`src/rtl/sha_msg_schedule_if.sv`:
```
// Stream interface for the SHA-2 message-schedule expander.
// master: block padder / testbench side; slave: the schedule expander.
interface sha_msg_schedule_if #(
    parameter int unsigned WORD_W = 32
);
    logic              in_valid;
    logic              in_ready;
    logic [WORD_W-1:0] in_data;
    logic              out_valid;
    logic              out_ready;
    logic [WORD_W-1:0] out_data;
    logic [6:0]        out_idx;
    logic              out_last;

    modport master (
        output in_valid, in_data, out_ready,
        input  in_ready, out_valid, out_data, out_idx, out_last
    );

    modport slave (
        input  in_valid, in_data, out_ready,
        output in_ready, out_valid, out_data, out_idx, out_last
    );
endinterface

```
`src/rtl/sha_msg_schedule.sv`:
```
// SHA-2 message-schedule expander: loads 16 message words into a sliding
// window, then streams W[0..ROUNDS-1], one word per output handshake.
module sha_msg_schedule #(
    parameter int unsigned WORD_W = 32,
    parameter int unsigned ROUNDS = (WORD_W == 64) ? 80 : 64
) (
    input logic               clk,
    input logic               rst_n,
    sha_msg_schedule_if.slave bus
);

    if (!(WORD_W == 32 || WORD_W == 64)) begin : g_bad_word_w
        $error("sha_msg_schedule: WORD_W must be 32 or 64");
    end
    if (ROUNDS < 16 || ROUNDS > 128) begin : g_bad_rounds
        $error("sha_msg_schedule: ROUNDS must be in 16..128");
    end

    // Rotate/shift amounts for the two SHA-2 families.
    localparam int unsigned S0R1 = (WORD_W == 64) ? 1  : 7;
    localparam int unsigned S0R2 = (WORD_W == 64) ? 8  : 18;
    localparam int unsigned S0SH = (WORD_W == 64) ? 7  : 3;
    localparam int unsigned S1R1 = (WORD_W == 64) ? 19 : 17;
    localparam int unsigned S1R2 = (WORD_W == 64) ? 61 : 19;
    localparam int unsigned S1SH = (WORD_W == 64) ? 6  : 10;

    localparam logic [6:0] LastT = 7'(ROUNDS - 1);

    typedef enum logic {StLoad, StEmit} state_e;

    state_e            state_q, state_d;
    logic [WORD_W-1:0] win_q [16];
    logic [WORD_W-1:0] win_d [16];
    logic [3:0]        load_cnt_q, load_cnt_d;
    logic [6:0]        t_q, t_d;
    logic [WORD_W-1:0] nw;
    logic              in_hs, out_hs;

    function automatic logic [WORD_W-1:0] rotr(input logic [WORD_W-1:0] x, input int unsigned n);
        return (x >> n) | (x << (WORD_W - n));
    endfunction

    function automatic logic [WORD_W-1:0] sig0(input logic [WORD_W-1:0] x);
        return rotr(x, S0R1) ^ rotr(x, S0R2) ^ (x >> S0SH);
    endfunction

    function automatic logic [WORD_W-1:0] sig1(input logic [WORD_W-1:0] x);
        return rotr(x, S1R1) ^ rotr(x, S1R2) ^ (x >> S1SH);
    endfunction

    // Next schedule word from the window; window slot 0 holds W[t].
    always_comb begin
        nw = sig1(win_q[14]) + win_q[9] + sig0(win_q[1]) + win_q[0];
    end

    // Handshake outputs, next-state and window update.
    always_comb begin
        bus.in_ready  = rst_n & (state_q == StLoad);
        bus.out_valid = rst_n & (state_q == StEmit);
        bus.out_data  = win_q[0];
        bus.out_idx   = t_q;
        bus.out_last  = bus.out_valid & (t_q == LastT);

        in_hs  = bus.in_valid & bus.in_ready;
        out_hs = bus.out_valid & bus.out_ready;

        state_d    = state_q;
        load_cnt_d = load_cnt_q;
        t_d        = t_q;
        win_d      = win_q;

        unique case (state_q)
            StLoad: begin
                if (in_hs) begin
                    win_d[load_cnt_q] = bus.in_data;
                    load_cnt_d        = load_cnt_q + 4'd1;  // wraps to 0 after the 16th word
                    if (load_cnt_q == 4'd15) begin
                        state_d = StEmit;
                        t_d     = '0;
                    end
                end
            end
            StEmit: begin
                if (out_hs) begin
                    for (int k = 0; k < 15; k++) begin
                        win_d[k] = win_q[k+1];
                    end
                    win_d[15] = nw;
                    if (t_q == LastT) begin
                        state_d = StLoad;
                        t_d     = '0;
                    end else begin
                        t_d = t_q + 7'd1;
                    end
                end
            end
            default: state_d = StLoad;
        endcase
    end

    // State registers with synchronous active-low reset.
    always_ff @(posedge clk) begin
        if (!rst_n) begin
            state_q    <= StLoad;
            load_cnt_q <= '0;
            t_q        <= '0;
            win_q      <= '{default: '0};
        end else begin
            state_q    <= state_d;
            load_cnt_q <= load_cnt_d;
            t_q        <= t_d;
            win_q      <= win_d;
        end
    end

endmodule

```
`src/flat_wrapper.sv`:
```
// flat-port wrapper written by rule: the top's interface ports become plain ports
module sha_msg_schedule_flat 
#(
    parameter int unsigned WORD_W = 32,
    parameter int unsigned ROUNDS = (WORD_W == 64) ? 80 : 64
)
  (clk, rst_n, bus_in_valid, bus_in_data, bus_out_ready, bus_in_ready, bus_out_valid, bus_out_data, bus_out_idx, bus_out_last);
  sha_msg_schedule_if #(.WORD_W(WORD_W)) bus_i ();
  input logic clk;
  input logic rst_n;
  input wire logic [$bits(bus_i.in_valid)-1:0] bus_in_valid;
  input wire logic [$bits(bus_i.in_data)-1:0] bus_in_data;
  input wire logic [$bits(bus_i.out_ready)-1:0] bus_out_ready;
  output wire logic [$bits(bus_i.in_ready)-1:0] bus_in_ready;
  output wire logic [$bits(bus_i.out_valid)-1:0] bus_out_valid;
  output wire logic [$bits(bus_i.out_data)-1:0] bus_out_data;
  output wire logic [$bits(bus_i.out_idx)-1:0] bus_out_idx;
  output wire logic [$bits(bus_i.out_last)-1:0] bus_out_last;
  assign bus_i.in_valid = bus_in_valid;
  assign bus_i.in_data = bus_in_data;
  assign bus_i.out_ready = bus_out_ready;
  assign bus_in_ready = bus_i.in_ready;
  assign bus_out_valid = bus_i.out_valid;
  assign bus_out_data = bus_i.out_data;
  assign bus_out_idx = bus_i.out_idx;
  assign bus_out_last = bus_i.out_last;
  sha_msg_schedule #(.WORD_W(WORD_W), .ROUNDS(ROUNDS)) u_core (.clk(clk), .rst_n(rst_n), .bus(bus_i));
endmodule
```
`config.mk`:
```
export PLATFORM = sky130hd
export DESIGN_NAME = sha_msg_schedule_flat
export DESIGN_NICKNAME = d
export VERILOG_FILES = /design/src/rtl/sha_msg_schedule_if.sv /design/src/rtl/sha_msg_schedule.sv /design/src/flat_wrapper.sv
export SDC_FILE = /design/constraint.sdc
export NUM_CORES = 1
export LEC_CHECK = 0
export ABC_AREA = 0
export CORE_MARGIN = 2
export CORE_UTILIZATION = 67
export CTS_CLUSTER_DIAMETER = 80
export CTS_CLUSTER_SIZE = 30
export DETAILED_ROUTE_END_ITERATION = 8
export PLACE_DENSITY = 0.89
export SLEW_MARGIN = 15
export SYNTH_ARGS = -nofsm -noshare
export SYNTH_HDL_FRONTEND = slang
export SYNTH_SLANG_ARGS = --single-unit
```
`constraint.sdc`:
```
create_clock -name clk -period 11.9 [get_ports clk]
set_clock_uncertainty 0.15 [all_clocks]
set_input_delay 2.38 -clock clk [delete_from_list [all_inputs] [get_ports clk]]
set_output_delay 2.38 -clock clk [all_outputs]
set_load 0.03 [all_outputs]
```
* Yosys cells after proc, flatten, opt, wreduce, memory -nomap -nowiden *
Cells that the tools add are included.

storage, ports and cells
  register bits after elaboration = 524
  bits of input ports = 36
  word-level logic and storage cells = 66

operators by class
  add/sub/neg operators = 5
  order comparisons = 2
  equal/unequal tests = 5
  mux-type cells = 16
  bitwise gates (word level) = 15
  reduce and logical (&&, ||, !) cells = 4

operators with widths
  operator                                                                       count
  512-bit 2-to-1 mux                                                             2
  512-bit one-hot mux with 2 select lines                                        1
  512-bit bitwise mux                                                            1
  32-bit demux with 4-bit select                                                 1
  32-bit adder                                                                   3
  32-bit bitwise XOR                                                             2
  32-bit 2-to-1 mux                                                              1
  13-bit by 32-bit bitwise OR with 32-bit output                                 1
  14-bit by 32-bit bitwise OR with 32-bit output                                 1
  15-bit by 32-bit bitwise OR with 32-bit output                                 1
  25-bit by 32-bit bitwise OR with 32-bit output                                 1
  32-bit by 22-bit bitwise XOR with 32-bit output                                1
  32-bit by 29-bit bitwise XOR with 32-bit output                                1
  7-bit 2-to-1 mux                                                               4
  7-bit one-hot mux with 2 select lines                                          1
  7-bit by 1-bit adder with 7-bit output (second input constant)                 1
  7-bit by 6-bit == test with 1-bit output (second input constant)               1
  1-bit bitwise AND                                                              5
  5-bit greater-or-equal comparator (second input constant)                      1
  5-bit by 1-bit less-than comparator with 1-bit output (second input constant)  1
  4-bit inverter with 5-bit output                                               1
  4-bit by 1-bit adder with 4-bit output (second input constant)                 1
  4-bit == test (second input constant)                                          1
  1-bit 2-to-1 mux                                                               4
  other kinds (7)                                                                9

* Longest topological paths before layout *
Gate-level depths: netlist of the first run.

  word-level depth = 8
  depth in mapped cells = 17
  mapped depth without buffers = 15

* Worst setup path after synthesis of the first run *
OpenSTA, ideal clock, no wires.

  path kind = input to output
  start point = input port rst_n
  end point = output port bus_in_ready
  arrival = 3,235 ps
  required time = 9,370 ps
  setup slack = 6,135 ps
  stages on the path = 4
  buffers on the path = 2
  cell sequence = inv_2 > clkbuf_1 > clkbuf_1 > nor2_1

on the way
  cells in the longest elaborated chain, start to end = 1

RTL lines
  element             line                    text
  start: declaration  flat_wrapper.sv:10      input logic rst_n;
  1-bit bitwise AND   sha_msg_schedule.sv:58  bus.in_ready = rst_n & (state_q == StLoad);
  end: declaration    flat_wrapper.sv:14      output wire logic [$bits(bus_i.in_ready)-1:0] bus_in_ready;

No other way between the ends.

* Worst setup path in the final report of the first run *
Same ends and word-level chain as after synthesis.

==> results.sh, run 1 <==
export IMPL_status="finished, final reports clean"
export IMPL_holdPathStages=2
export IMPL_dp_cells=3357
export IMPL_hpwl_um=49700
export IMPL_drtIter0Drc=2646
export IMPL_num_rows=71
export IMPL_fin_area_um2=26600
export IMPL_yosys_warnings=0
export IMPL_synthDistinctLibCells=60
export IMPL_multi_input_area_um2=13000
export IMPL_drtPass1Iterations=5
export IMPL_fin_crit_sh_pct=59.0
export IMPL_cts_root_buffer="clkbuf_16"
export IMPL_dieArea_um2=39800
export IMPL_grt_overflow_total=0
export IMPL_place_ws_ns=4.93
export IMPL_end_kind="output pin"
export IMPL_r2r_end="u_core.win_q[25]$_SDFFE_PN0P_"
export IMPL_rsz0062_at_grt="false"
export IMPL_synth_ff_type="dfxtp_1"
export IMPL_viasPerCell=6.46
export IMPL_nets=3005
export IMPL_final_cells=3393
export IMPL_netlist_instances=3084
export IMPL_ys_seq_area_share_pct=40.9
export IMPL_placed_cell_area_um2=25800
export IMPL_hold_buffers=0
export IMPL_clk_latency_ns=0.60
export IMPL_finalSetupViolations=0
export IMPL_port_buffers=77
export IMPL_slew_violations=0
export IMPL_comb_power_share_pct=12.5
export IMPL_ios=78
export IMPL_synth_net_count=3218
export IMPL_hold_slack_ns=0.337
export IMPL_drive_gt1_share_pct=4.27
export IMPL_seqCellArea_um2=10500
export IMPL_ys_seq_elements=524
export IMPL_ir_drop_uv=122
export IMPL_syn_area_per_cell_um2=8.31
export IMPL_p_leak_nw=8.95
export IMPL_die_w_um=200
export IMPL_internal_power_mw=2.31
export IMPL_synth_edff_count=0
export IMPL_cts_tree="yes"
export IMPL_syn_area_um2=25600
export IMPL_required_ns=9.37
export IMPL_reg2reg_depth=14
export IMPL_ctsResizeCount=0
export IMPL_cts_sinks=524
export IMPL_slew_headroom_pct=18.3
export IMPL_synth_async_sr_flop_share_pct=0
export IMPL_post_route_drc_count=0
export IMPL_power_mw=3.19
export IMPL_p_sw_mw=0.881
export IMPL_max_freq_ghz=0.142
export IMPL_final_common_cell="a21oi_1"
export IMPL_min_path_type="flop to flop"
export IMPL_core_area_um2=37700
export IMPL_grt_max_degree=160
export IMPL_crit_path_start_kind="input port"
export IMPL_pwr_share_clk_pct=30.8
export IMPL_place_congestion=0.962
export IMPL_grt_usage_pct=37.2
export IMPL_setup_slack_ns=4.87
export IMPL_h_tree_depth=1
export IMPL_swShare_pct=27.6
export IMPL_mostFrequentLayoutCells="a21oi_1 (560), dfxtp_1 (523), nor2_1 (520)"
export IMPL_syn_to_final_growth_pct=3.64
export IMPL_r2r_setup_slack_ns=6.94
export IMPL_fillCellCount=3009
export IMPL_path_max_fanout=159
export IMPL_clkSlewWorstSetupHoldPaths_ns=0.12
export IMPL_fin_crit_ns=7.03
export IMPL_hold_viol_final=0
export IMPL_arrival_ns=4.50
export IMPL_worst_pin_slew_ns=1.22
export IMPL_clockBufferDepth=3
export IMPL_initial_utilization_pct=68.1
export IMPL_wl_per_cell_um=22.1
export IMPL_reg2reg_from="u_core.win_q[467]$_SDFFE_PN0P_"
export IMPL_pwr_share_seq_pct=56.6
export IMPL_min_from="u_core.bus.out_idx[6]$_SDFFE_PN0P_"
export IMPL_die_h_um=200
export IMPL_crit_type="input port to output pin"
export IMPL_dr_total_vias=21900
export IMPL_hold_end="u_core.bus.out_idx[6]$_SDFFE_PN0P_"
export IMPL_max_cap_violations=0
export IMPL_wl_um=74900
export IMPL_final_setup_tns_ns=0
export IMPL_grt_pass1_wl_um=114000
export IMPL_grt_antenna_before_repair=0
export IMPL_utilization_pct=70.5
export IMPL_post_cts_buffers=0
export IMPL_grt_pass1_vias=19800
export IMPL_powerDensity_nw_per_um2=120
export IMPL_cts_buffers_inserted=23
export IMPL_ant_nets=0
==> cells in the mapped netlist, types with 7 or more instances <==
| cell type | number | share of area [%] |
|---|---|---|
| a211oi_1 | 483 | 14 |
| dfxtp_1 | 524 | 41 |
| a21o_1 | 10 | 0.29 |
| clkbuf_1 | 238 | 3.5 |
| nor2b_1 | 38 | 0.93 |
| buf_2 | 74 | 1.4 |
| nand2_1 | 38 | 0.56 |
| a21oi_1 | 560 | 11 |
| inv_1 | 135 | 2.0 |
| fa_1 | 62 | 4.8 |
| xor2_1 | 32 | 1.1 |
| nor2_4 | 16 | 0.70 |
| buf_4 | 36 | 1.1 |
| o21ai_0 | 34 | 0.66 |
| nor3_1 | 11 | 0.21 |
| nand4_1 | 8 | 0.20 |
| o22ai_1 | 10 | 0.24 |
| a31oi_1 | 7 | 0.17 |
| buf_1 | 14 | 0.21 |
| xnor2_1 | 121 | 4.1 |
| nand3_1 | 11 | 0.21 |
| ha_1 | 36 | 1.8 |
| nor2_1 | 520 | 7.6 |
==> logic make-up (layout without fill, tap and decap cells) <==
logic type,Yosys count,in the layout,share of synthesized area (%)
flip-flops,524,524,40.9
adder cells (fa/ha/maj),98,98,6.60
multiplexers,5,5,0.195
AO/OA/AOI/OAI,1140,1140,27.8
buffers and inverters,502,299,8.31
XOR/XNOR,153,153,5.23
other,0,1,0
AND/OR/NAND/NOR,662,662,11.0
==> metal layers <==
layer / up-vias / part of all wire, % / track usage, %
met4: 0 / 3.1 / 11.3
met3: 118 / 10 / 5.23
li1: 10200 / - / -
met2: 1032 / 44 / 56.3
met5: - / 0 / 0
met1: 10600 / 43 / 55.1
==> flip-flops by register name (all words and copies together), names as in the netlist <==
name	flops
u_core.state_q	1
u_core.win_q	480
u_core.load_cnt_q	4
u_core.bus.out_idx	7
u_core.bus.out_data	32
==> cell type report <==
type	count	share of cell area, %
Antenna cell	1	0.00942
Clock inverter	8	0.400
Sequential cell	524	39.5
Tap cell	511	2.41
Multi-Input combinational cell	2058	49.1
Clock buffer	27	2.34
Inverter	136	1.95
Timing Repair Buffer	128	4.34
==> how the worst max path moves through the flow <==
stage,start,to,slack (ns),cells after the start
2_1_floorplan,rst_n,bus_in_ready,6.14,4
3_3_place_gp,rst_n,bus_in_ready,4.91,5
3_5_place_dp,rst_n,bus_in_ready,4.93,5
4_1_cts,rst_n,bus_in_ready,4.93,5
5_1_grt,rst_n,bus_in_ready,4.82,5
6_report,rst_n,bus_in_ready,4.87,5
==> worst max-delay path: stages <==
cell	delay, ns
clkdlybuf4s50_1	0.40
buf_4	0.23
inv_8	0.64
nor2_1	0.08
clkdlybuf4s50_1	0.63
==> power groups by stage <==
stage,clock network [mW],registers (mW),logic (mW)
detailed placement,0,1.84,0.391
global route,1.05,1.81,0.439
floorplan,0,1.82,0.305
CTS,0.986,1.80,0.394
global placement,0,1.84,0.384
finish,0.983,1.81,0.400
Note: power is estimated with default switching activity, not from simulation.
==> inputs of run 2 (changes only) <==
--- a/config.mk
+++ b/config.mk
@@ -7,11 +7,11 @@
 export LEC_CHECK = 0
 export ABC_AREA = 0
 export CORE_MARGIN = 2
-export CORE_UTILIZATION = 67
+export CORE_UTILIZATION = 56
 export CTS_CLUSTER_DIAMETER = 80
 export CTS_CLUSTER_SIZE = 30
 export DETAILED_ROUTE_END_ITERATION = 8
-export PLACE_DENSITY = 0.89
+export PLACE_DENSITY = 0.8
 export SLEW_MARGIN = 15
 export SYNTH_ARGS = -nofsm -noshare
 export SYNTH_HDL_FRONTEND = slang
==> constraint.sdc (replaced) <==
create_clock -name clk -period 5.9 [get_ports clk]
set_clock_uncertainty 0.15 [all_clocks]
set_input_delay 1.18 -clock clk [delete_from_list [all_inputs] [get_ports clk]]
set_output_delay 1.18 -clock clk [all_outputs]
set_load 0.03 [all_outputs]
==> run 2 against run 1 <==
  * Register-to-register slack got worse by 5.7 ns
  * Combinational power rose by 110%
  * Clock-buffer cell count grew 2
==> results.sh, run 2 (synthesis results as in run 1) <==
export IMPL_cts_tree="yes"
export IMPL_final_cells=3500
export IMPL_wl_um=80500
export IMPL_grt_antenna_before_repair=0
export IMPL_drive_gt1_share_pct=5.00
export IMPL_ir_drop_uv=322
export IMPL_pwr_share_seq_pct=52.7
export IMPL_grt_pass1_vias=20100
export IMPL_fin_crit_sh_pct=79.3
export IMPL_clockBufferDepth=3
export IMPL_slew_headroom_pct=16.7
export IMPL_slew_violations=0
export IMPL_swShare_pct=29.0
export IMPL_dr_total_vias=22000
export IMPL_end_kind="output pin"
export IMPL_drtIter0Drc=2864
export IMPL_path_max_fanout=22
export IMPL_crit_type="input port to output pin"
export IMPL_largest_register_ffs=480
export IMPL_hold_viol_final=0
export IMPL_grt_max_degree=261
export IMPL_final_common_cell="a21oi_1"
export IMPL_post_route_drc_count=0
export IMPL_rsz0062_at_grt="false"
export IMPL_grt_pass1_wl_um=122000
export IMPL_power_mw=6.91
export IMPL_worst_pin_slew_ns=1.25
export IMPL_max_cap_violations=0
export IMPL_grt_usage_pct=33.2
export IMPL_ctsResizeCount=0
export IMPL_die_w_um=218
export IMPL_syn_to_final_growth_pct=5.72
export IMPL_setup_slack_ns=1.22
export IMPL_wl_per_cell_um=23.0
export IMPL_dp_cells=3453
export IMPL_internal_power_mw=4.90
export IMPL_hpwl_um=53600
export IMPL_h_tree_depth=1
export IMPL_nets=3018
export IMPL_p_leak_nw=9.14
export IMPL_crit_path_start_kind="input port"
export IMPL_top_register="u_core.win_q"
export IMPL_drtPass1Iterations=6
export IMPL_arrival_ns=3.35
export IMPL_required_ns=4.57
export IMPL_cts_sinks=524
export IMPL_port_buffers=77
export IMPL_core_area_um2=45300
export IMPL_final_setup_tns_ns=0
export IMPL_dieArea_um2=47500
export IMPL_max_freq_ghz=0.214
export IMPL_comb_power_share_pct=12.4
export IMPL_viasPerCell=6.27
export IMPL_cts_buffers_inserted=28
export IMPL_num_rows=78
export IMPL_ios=78
export IMPL_powerDensity_nw_per_um2=255
export IMPL_hold_slack_ns=0.355
export IMPL_min_path_type="flop to flop"
export IMPL_die_h_um=218
export IMPL_clkSlewWorstSetupHoldPaths_ns=0.11
export IMPL_clk_latency_ns=0.61
export IMPL_finalSetupViolations=0
export IMPL_grt_overflow_total=0
export IMPL_initial_utilization_pct=56.6
export IMPL_fin_crit_ns=4.68
export IMPL_ant_nets=0
export IMPL_post_cts_buffers=0
export IMPL_mostFrequentLayoutCells="a21oi_1 (560), dfxtp_1 (523), nor2_1 (520)"
export IMPL_cts_root_buffer="clkbuf_16"
export IMPL_status="finished, final reports clean"
export IMPL_p_sw_mw=2.01
export IMPL_pwr_share_clk_pct=34.9
export IMPL_hold_buffers=0
export IMPL_place_congestion=1.03
export IMPL_place_ws_ns=1.31
[run 2: layout make-up]
| cell class | count | area [µm²] |
|---|---|---|
| fill | 3933 | 18200 |
| clock inverter | 16 | 310 |
| inverter | 136 | 518 |
| timing repair buffer | 136 | 1260 |
| antenna | 1 | 2.50 |
| clock buffer | 29 | 726 |
| sequential | 524 | 10500 |
| multi-input combinational | 2058 | 13000 |
| tap | 600 | 751 |
[run 2: worst max-delay path, cell delays in order]
cell and delay, ns:
clkdlybuf4s50_1 0.46, buf_4 0.37, nand2_1 0.18, nor3_1 0.40
clkdlybuf4s50_1 0.75
[run 2: routing by layer]
| metal | GRT usage, % | wire length, µm |
|---|---|---|
| met1 | 48.2 | 35700 |
| met2 | 49.0 | 34400 |
| met4 | 11.4 | 2790 |
| met5 | 0 | 0 |
| met3 | 6.65 | 7540 |
[run 2: power by group through the flow]
| stage | combinational (mW) | sequential, mW | clock, mW |
|---|---|---|---|
| 2_1_floorplan | 0.616 | 3.67 | 0 |
| 5_1_grt | 0.929 | 3.64 | 2.56 |
| 6_report | 0.860 | 3.64 | 2.41 |
| 3_5_place_dp | 0.835 | 3.72 | 0 |
| 3_3_place_gp | 0.831 | 3.71 | 0 |
| 4_1_cts | 0.841 | 3.63 | 2.43 |
[run 2: stage by stage]
step | util, % | cell area, µm²
finish | 59.8 | 27100
global route | 59.8 | 27100
CTS | 59.8 | 27100
detailed placement | 57.5 | 26000
global placement | 57.5 | 26000
floorplan | - | 25600
[run 2: final timing paths]
path                                                       end  cells after the start                           start  slack, ns
worst max-delay path                              bus_out_last                      5                           rst_n       1.22
worst min-delay path            u_core.win_q[370]$_SDFFE_PN0P_                      2  u_core.win_q[370]$_SDFFE_PN0P_       0.35
worst max register to register   u_core.win_q[25]$_SDFFE_PN0P_                     14   u_core.win_q[50]$_SDFFE_PN0P_       1.25
worst min register to register  u_core.win_q[370]$_SDFFE_PN0P_                      2  u_core.win_q[370]$_SDFFE_PN0P_       0.35
==> inputs of run 3 (changes only) <==
==> constraint.sdc (replaced) <==
create_clock -name clk -period 3.88 [get_ports clk]
set_clock_uncertainty 0.15 [all_clocks]
set_input_delay 0.776 -clock clk [delete_from_list [all_inputs] [get_ports clk]]
set_output_delay 0.776 -clock clk [all_outputs]
set_load 0.03 [all_outputs]
==> run 3 against run 2 <==
  * Setup slack worse by 1.3 ns
  * Sequential cell count unchanged
  * Register-to-register slack lost 1.4 ns
  * Power is 59% higher
  * Non-clock buffer count is 197 higher
  * Global-route usage grew 1.2 points
  * Cell count up 5.8%
  * The flow now finishes with violations (setup timing)
  * Routed wire length is 3.0% higher
  * Largest cell class unchanged
==> results.sh, run 3 (synthesis results as in run 1) <==
export IMPL_p_sw_mw=3.20
export IMPL_nets=3216
export IMPL_cpMostUsedCell="fa_1"
export IMPL_finalSetupViolations=8
export IMPL_die_h_um=218
export IMPL_r2r_setup_slack_ns=-0.12
export IMPL_cts_sinks=524
export IMPL_mostFrequentLayoutCells="a21oi_1 (540), nor2_1 (515), dfxtp_1 (499)"
export IMPL_grt_pass1_vias=21100
export IMPL_placed_cell_area_um2=27700
export IMPL_max_stage_delay_ns=0.51
export IMPL_ir_drop_uv=442
export IMPL_clk_latency_ns=0.62
export IMPL_crit_type="flop to flop"
export IMPL_slew_violations=0
export IMPL_viasPerCell=6.15
export IMPL_slowest_stage="fa_1"
export IMPL_dieArea_um2=47500
export IMPL_r2r_end="u_core.win_q[28]$_SDFFE_PN0P_"
export IMPL_clockBufferDepth=3
export IMPL_top_register="u_core.win_q"
export IMPL_cts_root_buffer="clkbuf_16"
export IMPL_fin_area_um2=30000
export IMPL_violations="setup timing"
export IMPL_slew_headroom_pct=32.6
export IMPL_hold_viol_final=0
export IMPL_grt_antenna_before_repair=0
export IMPL_grt_pass1_wl_um=127000
export IMPL_drtPass1Iterations=6
export IMPL_reg2reg_depth=16
export IMPL_core_area_um2=45300
export IMPL_pwr_share_seq_pct=50.1
export IMPL_min_from="u_core.bus.out_idx[6]$_SDFFE_PN0P_"
export IMPL_fin_crit_sh_pct=103
export IMPL_hpwl_um=57100
export IMPL_max_freq_ghz=0.250
export IMPL_grt_max_degree=216
export IMPL_status="finished with violations"
export IMPL_setup_slack_ns=-0.121
export IMPL_hold_end="u_core.bus.out_idx[6]$_SDFFE_PN0P_"
export IMPL_wl_um=82900
export IMPL_crit_chain="buf_6 > xnor2_4 > xnor2_2 > fa_1 > inv_1 > fa_1 > inv_2 > ha_4 > a21o_1 > o21bai_4 > o311ai_2 > and3b_4 > o21ai_4 > a221oi_2 > xor2_1 > o22ai_1"
export IMPL_grt_overflow_total=0
export IMPL_comb_power_share_pct=15.4
export IMPL_initial_utilization_pct=56.6
export IMPL_rsz0062_at_grt="true"
export IMPL_die_w_um=218
export IMPL_place_congestion=0.998
export IMPL_powerDensity_nw_per_um2=366
export IMPL_worstPathBufferInverterCount=3
export IMPL_port_buffers=77
export IMPL_ios=78
export IMPL_p_leak_nw=10.5
export IMPL_cts_buffers_inserted=29
export IMPL_place_ws_ns=-0.331
export IMPL_ant_nets=0
export IMPL_drtIter0Drc=2849
export IMPL_power_mw=11.0
export IMPL_dr_total_vias=22800
export IMPL_crit_family="adder cells"
export IMPL_worst_pin_slew_ns=1.01
export IMPL_diodes=0
export IMPL_holdPathStages=2
export IMPL_arrival_ns=4.34
export IMPL_post_route_drc_count=0
export IMPL_fin_crit_ns=4.00
export IMPL_path_max_fanout=6
export IMPL_required_ns=4.22
export IMPL_crit_path_start_kind="flop"
export IMPL_clkSlewWorstSetupHoldPaths_ns=0.11
export IMPL_min_path_type="flop to flop"
export IMPL_pwr_share_clk_pct=34.4
export IMPL_syn_to_final_growth_pct=17.0
export IMPL_swShare_pct=29.1
export IMPL_utilization_pct=66.2
export IMPL_largest_register_ffs=480
export IMPL_reg2reg_from="u_core.win_q[466]$_SDFFE_PN0P_"
export IMPL_end_kind="flop"
export IMPL_grt_usage_pct=34.4
export IMPL_num_rows=78
export IMPL_max_cap_violations=0
export IMPL_hold_buffers=0
export IMPL_h_tree_depth=1
export IMPL_cts_tree="yes"
export IMPL_final_common_cell="a21oi_1"
export IMPL_wl_per_cell_um=22.4
export IMPL_internal_power_mw=7.78
export IMPL_crit_cells=16
export IMPL_drive_gt1_share_pct=15.8
## run 3: cell types whose count changed in the layout (fill, tap and decap cells not counted), moves of 18 or more
cell	change
buf_4	+159
a21oi_1	-20
xnor2_2	+27
buf_12	+26
dfxtp_2	+18
xnor2_1	-37
dfxtp_1	-24
## run 3: metrics by stage
step,TNS [ns],hold WS [ns],instances
detailed placement,-2.72,0.329,3636
global placement,-2.46,0.313,3636
floorplan,0,0.321,3084
finish,-0.424,0.354,3703
global route,-1.63,0.367,3703
CTS,-0.127,0.348,3696
## run 3: repair_timing
| item | in CTS | in global routing |
|---|---|---|
| resized for setup | 106 | 98 |
| buffers inserted | 10 | 10 |
| endpoints found under the setup margin | 19 | 22 |
| pin swaps | 47 | 51 |
| gates cloned | 0 | 0 |
## run 3: how the worst max path moves through the flow
stage	slack (ns)	startpoint	endpoint
after floorplan	0.0007	u_core.win_q[456]$_SDFFE_PN0P_	u_core.win_q[25]$_SDFFE_PN0P_
after global placement	-0.32	u_core.win_q[467]$_SDFFE_PN0P_	u_core.win_q[25]$_SDFFE_PN0P_
after detailed placement	-0.33	u_core.win_q[467]$_SDFFE_PN0P_	u_core.win_q[25]$_SDFFE_PN0P_
after CTS	-0.04	u_core.win_q[466]$_SDFFE_PN0P_	u_core.win_q[28]$_SDFFE_PN0P_
after global routing	-0.21	u_core.win_q[470]$_SDFFE_PN0P_	u_core.win_q[20]$_SDFFE_PN0P_
final	-0.12	u_core.win_q[466]$_SDFFE_PN0P_	u_core.win_q[28]$_SDFFE_PN0P_
## run 3: final cells by class
class,instances,area (µm²)
tap,600,751
inverter,136,518
timing repair buffer,333,3100
clock buffer,32,768
clock inverter,20,332
multi-input combinational,2058,14000
fill,3705,15300
sequential,524,10500
## run 3: power by group through the flow
stage	Sequential, mW	Combinational, mW	Clock, mW
after floorplan	5.59	0.940	0
after CTS	5.50	1.58	3.81
after detailed placement	5.62	1.47	0
after global placement	5.62	1.46	0
after global routing	5.51	1.82	4.02
final	5.50	1.69	3.78
## run 3: metal layers
layer / track usage [%] / vias to the layer above / share of wire [%]
li1: - / 10700 / -
met4: 9.59 / 0 / 2.8
met5: 0 / - / 0
met1: 50.9 / 11000 / 44
met3: 4.94 / 114 / 8.6
met2: 52.1 / 990 / 44
## run 3: worst min-delay path, cell delays in order (launching register included)
cell,delay [ns]
dfxtp_1,0.36
nand2_1,0.07
a21oi_1,0.04
